$ cat config.mk
export PLATFORM = sky130hd
export DESIGN_NAME = mem_access_ctrl_flat
export DESIGN_NICKNAME = d
export VERILOG_FILES = /design/src/rtl/mem_access_pkg.sv /design/src/rtl/mem_access_ctrl_if.sv /design/src/rtl/mem_access_ctrl_stack_ptr.sv /design/src/rtl/mem_access_ctrl.sv /design/src/flat_wrapper.sv
export SDC_FILE = /design/constraint.sdc
export NUM_CORES = 1
export LEC_CHECK = 0
export BUFFER_PORTS_ARGS = -buffer_cell sky130_fd_sc_hd__clkbuf_2
export CAP_MARGIN = 20
export CORE_MARGIN = 2
export CORE_UTILIZATION = 47
export DETAILED_ROUTE_END_ITERATION = 6
export PLACE_DENSITY = 0.8
export SLEW_MARGIN = 20
export SYNTH_ARGS = -nofsm -noshare
export SYNTH_HDL_FRONTEND = slang
export SYNTH_SLANG_ARGS = --single-unit
$ cat constraint.sdc
create_clock -name clk -period 2.3 [get_ports clk]
set_input_delay 0.115 -clock clk [delete_from_list [all_inputs] [get_ports clk]]
set_output_delay 0.115 -clock clk [all_outputs]
set_load 0.02 [all_outputs]
$ cat src/rtl/mem_access_pkg.sv
// rtl/mem_access_pkg.sv - op encodings and FSM states for the memory-stage sequencer
package mem_access_pkg;

  typedef enum logic [1:0] {
    OP_LW   = 2'b00,
    OP_SW   = 2'b01,
    OP_PUSH = 2'b10,
    OP_POP  = 2'b11
  } op_e;

  typedef enum logic [1:0] {
    ST_IDLE   = 2'b00,
    ST_ACCESS = 2'b01,
    ST_WAIT   = 2'b10,
    ST_DONE   = 2'b11
  } state_e;

endpackage

$ cat src/rtl/mem_access_ctrl_if.sv
// rtl/mem_access_ctrl_if.sv - request/response and data-memory signals of mem_access_ctrl
interface mem_access_ctrl_if #(
  parameter int DATA_W = 32,
  parameter int SP_W   = 7
);
  logic              req_valid;
  logic              req_ready;
  logic [1:0]        req_op;
  logic [DATA_W-1:0] req_addr;
  logic [DATA_W-1:0] req_wdata;
  logic              mem_write;
  logic              mem_read;
  logic              dataMemEnable;
  logic [DATA_W-1:0] address;
  logic [DATA_W-1:0] data_in;
  logic [DATA_W-1:0] data_out;
  logic              rsp_valid;
  logic [DATA_W-1:0] rsp_rdata;
  logic              rsp_err;
  logic [SP_W-1:0]   sp;

  // Environment side: control FSM issues requests, data memory returns data_out
  modport master (
    output req_valid, req_op, req_addr, req_wdata, data_out,
    input  req_ready, mem_write, mem_read, dataMemEnable, address, data_in,
    input  rsp_valid, rsp_rdata, rsp_err, sp
  );

  // Sequencer side
  modport slave (
    input  req_valid, req_op, req_addr, req_wdata, data_out,
    output req_ready, mem_write, mem_read, dataMemEnable, address, data_in,
    output rsp_valid, rsp_rdata, rsp_err, sp
  );
endinterface

$ cat src/rtl/mem_access_ctrl_stack_ptr.sv
// rtl/mem_access_ctrl_stack_ptr.sv - stack occupancy register, stack address and guard (STACK_GUARD_EN)
module stack_ptr
  import mem_access_pkg::*;
#(
  parameter int STACK_DEPTH = 64,
  parameter int SP_W        = 7
) (
  input  logic            clk,
  input  logic            reset_n,
  input  logic            i_inc,
  input  logic            i_dec,
  input  logic [1:0]      i_op,
  output logic [SP_W-1:0] o_sp,
  output logic [SP_W-1:0] o_addr,
  output logic            o_guard
);
  localparam logic [SP_W-1:0] L_FULL = SP_W'(STACK_DEPTH);
  localparam logic [SP_W-1:0] L_TOP  = SP_W'(STACK_DEPTH - 1);
  localparam logic [SP_W-1:0] L_ONE  = SP_W'(1);

  logic [SP_W-1:0] r_sp;
  logic [SP_W-1:0] w_sp_nxt;
  logic [SP_W-1:0] w_push_addr;
  logic [SP_W-1:0] w_pop_addr;
  logic            w_full;
  logic            w_empty;

  assign w_full  = (r_sp == L_FULL);
  assign w_empty = (r_sp == '0);

  // Push writes slot sp, pop reads slot sp-1; both wrap at the stack ends
  assign w_push_addr = w_full ? '0 : r_sp;
  assign w_pop_addr  = w_empty ? L_TOP : (r_sp - L_ONE);
  assign o_addr      = (i_op == OP_POP) ? w_pop_addr : w_push_addr;

`ifdef STACK_GUARD_EN
  assign o_guard = ((i_op == OP_PUSH) && w_full) || ((i_op == OP_POP) && w_empty);
`else
  assign o_guard = 1'b0;
`endif

  // Next occupancy: push at full wraps to 0, pop at empty wraps to the top slot
  always_comb begin
    w_sp_nxt = r_sp;
    if (i_inc) begin
      w_sp_nxt = w_full ? '0 : (r_sp + L_ONE);
    end else if (i_dec) begin
      w_sp_nxt = w_empty ? L_TOP : (r_sp - L_ONE);
    end
  end

  // Occupancy register
  always_ff @(posedge clk or negedge reset_n) begin
    if (!reset_n) begin
      r_sp <= '0;
    end else begin
      r_sp <= w_sp_nxt;
    end
  end

  assign o_sp = r_sp;
endmodule

$ cat src/rtl/mem_access_ctrl.sv
// rtl/mem_access_ctrl.sv - memory-stage sequencer for LW/SW/PUSH/POP (stack guard under STACK_GUARD_EN)
module mem_access_ctrl
  import mem_access_pkg::*;
#(
  parameter int DATA_W      = 32,
  parameter int STACK_DEPTH = 64,
  parameter int SP_W        = 7
) (
  input logic               clk,
  input logic               reset_n,
  mem_access_ctrl_if.slave  bus
);
  state_e            r_state;
  state_e            w_next_state;
  op_e               r_op;
  logic              r_mem_write;
  logic              r_mem_read;
  logic              r_dme;
  logic [DATA_W-1:0] r_address;
  logic [DATA_W-1:0] r_data_in;
  logic              r_rsp_valid;
  logic [DATA_W-1:0] r_rsp_rdata;
  logic              r_rsp_err;

  logic              w_accept;
  logic              w_wr_nxt;
  logic              w_rd_nxt;
  logic              w_dme_nxt;
  logic [DATA_W-1:0] w_address_nxt;
  logic [DATA_W-1:0] w_data_in_nxt;
  logic              w_rsp_valid_nxt;
  logic              w_rsp_err_nxt;
  logic              w_inc;
  logic              w_dec;
  logic              w_guard;
  logic [SP_W-1:0]   w_sp;
  logic [SP_W-1:0]   w_stack_addr;

  stack_ptr #(
    .STACK_DEPTH (STACK_DEPTH),
    .SP_W        (SP_W)
  ) u_stack_ptr (
    .clk     (clk),
    .reset_n (reset_n),
    .i_inc   (w_inc),
    .i_dec   (w_dec),
    .i_op    (bus.req_op),
    .o_sp    (w_sp),
    .o_addr  (w_stack_addr),
    .o_guard (w_guard)
  );

  // Next state and next values of the registered strobes/response
  always_comb begin
    w_next_state    = r_state;
    w_accept        = 1'b0;
    w_wr_nxt        = 1'b0;
    w_rd_nxt        = 1'b0;
    w_dme_nxt       = r_dme;
    w_address_nxt   = r_address;
    w_data_in_nxt   = r_data_in;
    w_rsp_valid_nxt = 1'b0;
    w_rsp_err_nxt   = 1'b0;
    w_inc           = 1'b0;
    w_dec           = 1'b0;
    case (r_state)
      ST_IDLE: begin
        if (bus.req_valid) begin
          w_accept = 1'b1;
          if (w_guard) begin
            // Stack guard: no memory access, report the abort directly
            w_next_state    = ST_DONE;
            w_rsp_valid_nxt = 1'b1;
            w_rsp_err_nxt   = 1'b1;
          end else begin
            w_next_state = ST_ACCESS;
            case (op_e'(bus.req_op))
              OP_LW: begin
                w_rd_nxt      = 1'b1;
                w_dme_nxt     = 1'b1;
                w_address_nxt = bus.req_addr;
              end
              OP_SW: begin
                w_wr_nxt      = 1'b1;
                w_dme_nxt     = 1'b1;
                w_address_nxt = bus.req_addr;
                w_data_in_nxt = bus.req_wdata;
              end
              OP_PUSH: begin
                w_wr_nxt      = 1'b1;
                w_dme_nxt     = 1'b0;
                w_address_nxt = {{(DATA_W-SP_W){1'b0}}, w_stack_addr};
                w_data_in_nxt = bus.req_wdata;
              end
              default: begin
                w_rd_nxt      = 1'b1;
                w_dme_nxt     = 1'b0;
                w_address_nxt = {{(DATA_W-SP_W){1'b0}}, w_stack_addr};
              end
            endcase
          end
        end
      end
      ST_ACCESS: begin
        if ((r_op == OP_LW) || (r_op == OP_POP)) begin
          w_next_state = ST_WAIT;
        end else begin
          w_next_state    = ST_DONE;
          w_rsp_valid_nxt = 1'b1;
        end
      end
      ST_WAIT: begin
        w_next_state    = ST_DONE;
        w_rsp_valid_nxt = 1'b1;
      end
      ST_DONE: begin
        w_next_state = ST_IDLE;
        w_inc        = (r_op == OP_PUSH) && !r_rsp_err;
        w_dec        = (r_op == OP_POP) && !r_rsp_err;
      end
      default: w_next_state = ST_IDLE;
    endcase
  end

  // FSM state register
  always_ff @(posedge clk or negedge reset_n) begin
    if (!reset_n) begin
      r_state <= ST_IDLE;
    end else begin
      r_state <= w_next_state;
    end
  end

  // Registered strobes, latched op and response; read data is captured in WAIT
  always_ff @(posedge clk or negedge reset_n) begin
    if (!reset_n) begin
      r_op        <= OP_LW;
      r_mem_write <= 1'b0;
      r_mem_read  <= 1'b0;
      r_dme       <= 1'b0;
      r_address   <= '0;
      r_data_in   <= '0;
      r_rsp_valid <= 1'b0;
      r_rsp_rdata <= '0;
      r_rsp_err   <= 1'b0;
    end else begin
      if (w_accept) begin
        r_op <= op_e'(bus.req_op);
      end
      r_mem_write <= w_wr_nxt;
      r_mem_read  <= w_rd_nxt;
      r_dme       <= w_dme_nxt;
      r_address   <= w_address_nxt;
      r_data_in   <= w_data_in_nxt;
      r_rsp_valid <= w_rsp_valid_nxt;
      r_rsp_err   <= w_rsp_err_nxt;
      if (r_state == ST_WAIT) begin
        r_rsp_rdata <= bus.data_out;
      end
    end
  end

  assign bus.req_ready     = (r_state == ST_IDLE);
  assign bus.mem_write     = r_mem_write;
  assign bus.mem_read      = r_mem_read;
  assign bus.dataMemEnable = r_dme;
  assign bus.address       = r_address;
  assign bus.data_in       = r_data_in;
  assign bus.rsp_valid     = r_rsp_valid;
  assign bus.rsp_rdata     = r_rsp_rdata;
  assign bus.rsp_err       = r_rsp_err;
  assign bus.sp            = w_sp;
endmodule

$ cat src/flat_wrapper.sv
// flat-port wrapper written by rule: the top's interface ports become plain ports
module mem_access_ctrl_flat import mem_access_pkg::*;
#(
  parameter int DATA_W      = 32,
  parameter int STACK_DEPTH = 64,
  parameter int SP_W        = 7
)
  (clk, reset_n, bus_req_valid, bus_req_op, bus_req_addr, bus_req_wdata, bus_data_out, bus_req_ready, bus_mem_write, bus_mem_read, bus_dataMemEnable, bus_address, bus_data_in, bus_rsp_valid, bus_rsp_rdata, bus_rsp_err, bus_sp);
  mem_access_ctrl_if #(.DATA_W(DATA_W), .SP_W(SP_W)) bus_i ();
  input logic clk;
  input logic reset_n;
  input wire logic [$bits(bus_i.req_valid)-1:0] bus_req_valid;
  input wire logic [$bits(bus_i.req_op)-1:0] bus_req_op;
  input wire logic [$bits(bus_i.req_addr)-1:0] bus_req_addr;
  input wire logic [$bits(bus_i.req_wdata)-1:0] bus_req_wdata;
  input wire logic [$bits(bus_i.data_out)-1:0] bus_data_out;
  output wire logic [$bits(bus_i.req_ready)-1:0] bus_req_ready;
  output wire logic [$bits(bus_i.mem_write)-1:0] bus_mem_write;
  output wire logic [$bits(bus_i.mem_read)-1:0] bus_mem_read;
  output wire logic [$bits(bus_i.dataMemEnable)-1:0] bus_dataMemEnable;
  output wire logic [$bits(bus_i.address)-1:0] bus_address;
  output wire logic [$bits(bus_i.data_in)-1:0] bus_data_in;
  output wire logic [$bits(bus_i.rsp_valid)-1:0] bus_rsp_valid;
  output wire logic [$bits(bus_i.rsp_rdata)-1:0] bus_rsp_rdata;
  output wire logic [$bits(bus_i.rsp_err)-1:0] bus_rsp_err;
  output wire logic [$bits(bus_i.sp)-1:0] bus_sp;
  assign bus_i.req_valid = bus_req_valid;
  assign bus_i.req_op = bus_req_op;
  assign bus_i.req_addr = bus_req_addr;
  assign bus_i.req_wdata = bus_req_wdata;
  assign bus_i.data_out = bus_data_out;
  assign bus_req_ready = bus_i.req_ready;
  assign bus_mem_write = bus_i.mem_write;
  assign bus_mem_read = bus_i.mem_read;
  assign bus_dataMemEnable = bus_i.dataMemEnable;
  assign bus_address = bus_i.address;
  assign bus_data_in = bus_i.data_in;
  assign bus_rsp_valid = bus_i.rsp_valid;
  assign bus_rsp_rdata = bus_i.rsp_rdata;
  assign bus_rsp_err = bus_i.rsp_err;
  assign bus_sp = bus_i.sp;
  mem_access_ctrl #(.DATA_W(DATA_W), .STACK_DEPTH(STACK_DEPTH), .SP_W(SP_W)) u_core (.clk(clk), .reset_n(reset_n), .bus(bus_i));
endmodule
==> impl_metrics.csv, run 1 <==
group,metric,value,unit
routing,wl_per_cell,17.98,um
setup_path,cp_max_fo,12,
synth,synthArstFlopShare,100.0,%
synth,netlist_instances,354,
synth,ys_top_cells_by_area,"dfrtp_1 60%, mux2_2 15%, a22o_1 4.7%, ha_1 3.2%, o21ai_0 1.7%",
timing,fmax,524.3,MHz
floorplanning,fp.dieArea,10730,sq um
floorplanning,start_util,48.14,%
global_routing,grt_antenna_before_repair,0,
timing,worst_pin_slew,0.6680,ns
setup_path,crit_type,"register to register",
synth,synth.net_count,467,
final_layout,diodes,0,
synth,synth_flop_cell,"dfrtp_1",
synth,synth_area,4662,sq um
placed_design,dp_cells,680,
routing,dr.pass1.iters,4,
worst_hold_path,hp-class,"primary input to register",
power_and_ir_drop,ir_drop,0.7636,mV
timing,finalHoldViolations,0,
clock_tree,ctsResizeCount,0,
final_layout,finalInstanceArea,7003,sq um
timing,fin_hold_ws,0.03907,ns
clock_tree,postCtsSetupBuffers,0,
synth,syn_area_per_cell,13.17,sq um
clock_tree,clock_latency,0.37,ns
timing,setup_viol,0,
routing,drtIter0Drc,199,
clock_tree,cts_tree,"built",
setup_path,cp.arrival,2.18,ns
global_routing,grt_usage,26.97,%
routing,ant_nets,0,
clock_tree,clock_path_buffers,2,
timing,layout_worst_path_cycle_share,82.92,%
timing,finalSetupTns,0,ns
power_and_ir_drop,leakagePower,3.486,nW
final_layout,layout-drive-gt1-share,45.74,%
setup_path,cp-start-kind,"register",
synth,ys_seq_area_share,59.58,%
floorplanning,num_rows,36,
synth,yosys_warnings,0,
routing,drt_wl_total,14220,um
placed_design,portBuffers,208,
timing,layout_min_cycle_time,1.907,ns
global_routing,grt_max_degree,61,
floorplanning,die_x,103.6,um
clock_tree,clock-sinks,111,
setup_path,cp-end-kind,"register",
timing,fin_skew,0.01134,ns
timing,maxSlewHeadroom,55.47,%
global_routing,grt_pass1_vias,4470,
synth,synth_seq_cells,111,
timing,finalMaxSlewViolations,0,
global_routing,grt_pass1_wl,22870,um
synth,synth_cell_types,44,
routing,drc_errors,0,
clock_tree,clkTransAtPathRegs,0.11,ns
power_and_ir_drop,powerDensity,1304,nW/um^2
synth,netlist.area_leader.share,59.58,%
final_layout,layout.nets,767,
floorplanning,io_pins,210,
synth,synth_edf_count,0,
placed_design,dpl_cell_area,5848,sq um
final_layout,syn_to_final_growth,50.21,%
clock_tree,cts_made_buffers,9,
routing,via_count,4128,
routing,via_per_inst,5.219,
setup_path,worstPathRequired,2.57,ns
final_layout,nFillCells,633,
floorplanning,fp.dieH,103.6,um
synth,yosys.area.top_type,"dfrtp_1",
clock_tree,clockRootBuffer,"clkbuf_8",
run_status,outcome,"finished, final reports clean",
final_layout,fin_cells,791,
placed_design,gp_congestion,0.8283,
placed_design,hpwl,8554,um
clock_tree,htree_levels,3,
floorplanning,core_area,9684,sq um
timing,rsz0062_at_grt,"false",
global_routing,overflow,0,
run,maxCapViolCount,0,
## worst paths after layout
check	start	cells after the start	to	slack [ns]
min reg2reg	u_core.bus.address[1]	2	u_core.bus.address[1]	0.51
max	u_core.u_stack_ptr.o_sp[4]	4	u_core.bus.address[5]	0.39
min in group asynchronous	reset_n	2	u_core.bus.rsp_rdata[20]	0.34
max reg2reg	u_core.u_stack_ptr.o_sp[4]	4	u_core.bus.address[5]	0.39
min	bus_req_addr[1]	3	u_core.bus.address[1]	0.04
max in group asynchronous	reset_n	3	u_core.bus.address[1]	1.18
## cells in the mapped netlist, types with 2 or more instances
cell / count
a22o_1: 25
nor3_1: 2
nor3b_1: 2
nand2_1: 12
clkbuf_1: 20
inv_1: 13
xnor2_1: 3
or3_1: 2
dfrtp_1: 111
o21ai_0: 16
nor2b_1: 3
a22oi_1: 5
and3_1: 2
a31oi_1: 3
ha_1: 12
mux2_2: 64
nand3_1: 6
mux2i_1: 3
o211ai_1: 2
a21oi_1: 11
o31ai_1: 6
a31o_2: 2
nor2_1: 8
## layout make-up
cell class | instances | area, sq um | area share [%]
Sequential cell | 111 | 2778 | 39.66
Inverter | 13 | 48.80 | 0.6968
Timing Repair Buffer | 312 | 2077 | 29.66
Tap cell | 133 | 166.4 | 2.376
Multi-Input combinational cell | 207 | 1739 | 24.83
Clock buffer | 9 | 123.9 | 1.769
Clock inverter | 6 | 70.07 | 1.001
## per-stage QoR
| step | power, W | utilization, % | setup slack [ns] |
|---|---|---|---|
| after floorplan | 0.006211 | - | 0.4803 |
| after global placement | 0.007520 | 60.39 | 0.4905 |
| after detailed placement | 0.007706 | 60.39 | 0.4475 |
| after CTS | 0.009040 | 72.31 | 0.4014 |
| after global routing | 0.009651 | 72.31 | 0.2082 |
| final | 0.009134 | 72.31 | 0.3928 |
## timing repair
action	CTS	global route
hold buffers	96	0
setup endpoints to repair	0	0
endpoints found under the hold margin	146	0
## kinds of logic (layout without fill, tap and decap cells)
family                   count (synthesis)  after routing  synth area share, %
adder cells (fa/ha/maj)                 12             12                3.221
other                                    1              1              0.08044
multiplexers                            67             67                16.10
XOR/XNOR                                 4              4               0.7516
AO/OA/AOI/OAI                           80             80                12.29
buffers and inverters                   36            340                3.167
flip-flops                             111            111                59.58
AND/OR/NAND/NOR                         43             43                4.804
## per-layer routing
layer	share of wire, %	vias to the layer above	global-route usage (%)
li1	-	1870	-
met1	38	2017	31.61
met2	51	204	47.02
met3	6.9	37	7.048
met4	3.2	0	11.39
met5	0	-	0
## sequential cells by signal (all words and copies together) (netlist names)
| name | count |
|---|---|
| u_core.bus.mem_read | 1 |
| u_core.bus.data_in | 32 |
| u_core.bus.mem_write | 1 |
| u_core.bus.rsp_valid | 1 |
| u_core.r_state | 2 |
| u_core.r_op | 2 |
| u_core.u_stack_ptr.o_sp | 7 |
| u_core.bus.dataMemEnable | 1 |
| u_core.bus.rsp_rdata | 32 |
| u_core.bus.address | 32 |
## worst max-delay path, cell delays in order (launching register included)
cell and delay (ns):
dfrtp_1 0.54, or4_4 0.60, nor2_1 0.36, o41ai_1 0.14, o21ai_0 0.18
## cells in the final DEF, fill, tap and decap left out, types with 5 or more instances in the layout
cell / netlist / layout
a21oi_1: 11 / 11
a22o_1: 25 / 25
a22oi_1: 5 / 5
buf_4: 1 / 8
clkbuf_2: 0 / 207
clkbuf_8: 0 / 9
dfrtp_1: 111 / 111
dlygate4sd3_1: 0 / 96
ha_1: 12 / 12
inv_1: 13 / 13
mux2_2: 64 / 64
nand2_1: 12 / 12
nand3_1: 6 / 6
nor2_1: 8 / 7
o21ai_0: 16 / 16
o31ai_1: 6 / 6
## report_power, final
group	switching [W]	internal, W
Combinational	0.00256	0.00186
Sequential	0.000682	0.00283
Clock	0.000682	0.000506
Total	0.00393	0.00520
(Power assumes the default switching activity.)
==> run 2, diff against run 1 <==
--- a/config.mk
+++ b/config.mk
@@ -5,12 +5,13 @@
 export SDC_FILE = /design/constraint.sdc
 export NUM_CORES = 1
 export LEC_CHECK = 0
+export ABC_AREA = 1
 export BUFFER_PORTS_ARGS = -buffer_cell sky130_fd_sc_hd__clkbuf_2
 export CAP_MARGIN = 20
 export CORE_MARGIN = 2
-export CORE_UTILIZATION = 47
+export CORE_UTILIZATION = 43
 export DETAILED_ROUTE_END_ITERATION = 6
-export PLACE_DENSITY = 0.8
+export PLACE_DENSITY = 0.77
 export SLEW_MARGIN = 20
 export SYNTH_ARGS = -nofsm -noshare
 export SYNTH_HDL_FRONTEND = slang
==> constraint.sdc (replaced) <==
create_clock -name clk -period 1.75 [get_ports clk]
set_input_delay 0.0875 -clock clk [delete_from_list [all_inputs] [get_ports clk]]
set_output_delay 0.0875 -clock clk [all_outputs]
set_load 0.02 [all_outputs]
==> impl_metrics.csv, run 2 <==
group,metric,value,unit
run_status,outcome,"finished, final reports clean",
timing,fin_skew,0.01558,ns
clock_tree,cts_made_buffers,9,
routing,drc_errors,0,
final_layout,final_common_cell,"clkbuf_2",
synth,yosys_warnings,0,
synth,netlist.area_leader.share,59.04,%
floorplanning,core_area,10750,sq um
synth,synth_flop_cell,"dfrtp_1",
timing,layout_worst_path_cycle_share,91.66,%
final_layout,syn_to_final_growth,51.54,%
routing,drt_wl_total,13810,um
clock_tree,htree_levels,3,
routing,dr.pass1.iters,4,
synth,syn_area_per_cell,10.29,sq um
synth,synth.net_count,570,
global_routing,grt_usage,23.06,%
floorplanning,fp.dieArea,11790,sq um
synth,yosys.area.top_type,"dfrtp_1",
global_routing,overflow,0,
routing,ant_nets,0,
clock_tree,cts_tree,"built",
power_and_ir_drop,ir_drop,0.8758,mV
synth,netlist_instances,457,
clock_tree,clock-sinks,111,
final_layout,layout-drive-gt1-share,35.98,%
clock_tree,postCtsSetupBuffers,0,
clock_tree,clock_latency,0.38,ns
routing,wl_per_cell,15.23,um
setup_path,path_buf_inv,3,
setup_path,cp.arrival,1.93,ns
synth,synthArstFlopShare,100.0,%
clock_tree,clock_path_buffers,2,
synth,synth_edf_count,0,
final_layout,layout.nets,875,
worst_hold_path,hp-class,"primary input to register",
timing,setup_viol,0,
timing,finalSetupTns,0,ns
timing,fmax,623.4,MHz
power_and_ir_drop,power,0.01189,W
global_routing,grt_max_degree,59,
setup_path,crit_path_frequent_cell,"nand2_1",
global_routing,grt_antenna_before_repair,0,
floorplanning,io_pins,210,
power_and_ir_drop,powerDensity,1668,nW/um^2
setup_path,crit_slowest_cell,"dfrtp_1",
placed_design,portBuffers,208,
routing,via_count,4366,
placed_design,hpwl,8578,um
power_and_ir_drop,leakagePower,3.820,nW
global_routing,grt_pass1_vias,4394,
timing,finalMaxSlewViolations,0,
setup_path,worstPathRequired,2.08,ns
synth,synth_area,4705,sq um
timing,finalHoldViolations,0,
setup_path,cp-end-kind,"register",
routing,via_per_inst,4.814,
synth,synth.most_common_cell,"nand2_1",
clock_tree,clockRootBuffer,"clkbuf_8",
setup_path,crit_family,"simple AND/OR/NAND/NOR gates",
synth,ys_seq_area_share,59.04,%
floorplanning,num_rows,38,
floorplanning,fp.dieH,108.6,um
run,maxCapViolCount,0,
setup_path,crit_type,"register to register",
setup_path,cp-start-kind,"register",
placed_design,gp_congestion,0.8713,
routing,drtIter0Drc,287,
synth,synth_cell_types,28,
setup_path,cp_slowest_stage_delay,0.40,ns
clock_tree,clkTransAtPathRegs,0.11,ns
synth,ys_top_cells_by_area,"dfrtp_1 59%, nand2_1 12%, mux2_2 7.7%, a22o_1 4.7%, ha_1 3.2%",
setup_path,cp_max_fo,32,
floorplanning,die_x,108.6,um
timing,layout_min_cycle_time,1.604,ns
final_layout,diodes,0,
synth,synthTopCellsByCount,"156 x nand2_1, 111 x dfrtp_1, 32 x mux2_2",
synth,synth_seq_cells,111,
floorplanning,start_util,43.78,%
global_routing,grt_pass1_wl,21090,um
final_layout,final_cell_mix,"207 x clkbuf_2, 156 x nand2_1, 111 x dfrtp_1",
timing,rsz0062_at_grt,"false",
setup_path,worstPathCellList,"inv_1 > ha_1 > nand2_1 > inv_2 > nand2_2 > buf_6 > nand2_1 > nand2_1",
[run 2: changes by cell type in the layout (fill, tap and decap cells not counted), sizes merged, moves of 5 or more]
cell / delta
mux2: -32
a21oi: -7
o21ai: +5
nand3: +10
nand2: +147
inv: +9
nor2: +12
o31ai: -6
[run 2: final cells by class]
type,count,area [sq um]
timing repair buffer,314,2121
tap,140,175.2
clock buffer,10,137.6
sequential,111,2778
inverter,24,95.09
clock inverter,6,93.84
fill,801,3616
multi-input combinational,302,1729
[run 2: worst paths after layout]
kind,startpoint,end,slack (ns),cells after the start
worst max-delay path,u_core.r_state[0],u_core.bus.data_in[27],0.15,8
worst min register to register,u_core.bus.address[1],u_core.bus.address[1],0.49,2
worst min-delay path,bus_req_op[1],u_core.r_op[1],0.04,3
worst max register to register,u_core.r_state[0],u_core.bus.data_in[27],0.15,8
min in group asynchronous,reset_n,u_core.bus.rsp_rdata[25],0.13,2
max in group asynchronous,reset_n,u_core.bus.rsp_rdata[21],0.93,3
[run 2: kinds of logic (layout without fill, tap and decap cells)]
logic type	Yosys count	count (layout)	share of synthesized area (%)
and+or+nand+nor	197	197	16.76
other	1	1	0.07971
DFF	111	111	59.04
AOI/OAI and AO/OA	56	56	8.271
muxes	32	32	7.660
adders and majority gates	12	12	3.191
xor gates and xnor gates	4	4	0.7448
buffers and inverters	44	354	4.255
[run 2: repair_timing]
action                     CTS  global route
setup endpoints to repair    0            33
resized for setup            0             4
hold buffers                96             0
hold endpoints to repair   176             0
[run 2: power by group]
group | switching [W] | internal [W]
registers | 0.000793 | 0.00369
logic | 0.00344 | 0.00226
clock network | 0.000866 | 0.000852
total | 0.00509 | 0.00680
[run 2: worst reg2reg max path, delay by kind of cell (launching register included)]
kind                       cells  cell delay [ns]
buffers and inverters          3             0.44
DFF                            1             0.40
and+or+nand+nor                4             0.47
adders and majority gates      1             0.24
[run 2: metrics by stage]
step | area (sq um) | instances | setup slack, ns | utilization, % | hold slack (ns)
final | 7129 | 907 | 0.1460 | 66.35 | 0.03900
after global routing | 7129 | 907 | 0.008523 | 66.35 | 0.03924
after CTS | 7121 | 907 | 0.03771 | 66.27 | 0.02892
after detailed placement | 5928 | 795 | 0.04439 | 55.17 | 0.01180
after global placement | 5928 | 795 | 0.1892 | 55.17 | 0.004734
after floorplan | 4705 | 457 | 0.2426 | - | -0.2081
[run 2: layer usage]
layer  routed length [um]  track usage [%]  share of wire [%]  vias up
met3                  877            4.461                6.3       17
met5                    0                0                  0        -
met4                  255            8.242                1.8        0
met2                 7109            41.83                 51      168
li1                     -                -                  -     2095
met1                 5569            27.05                 40     2086
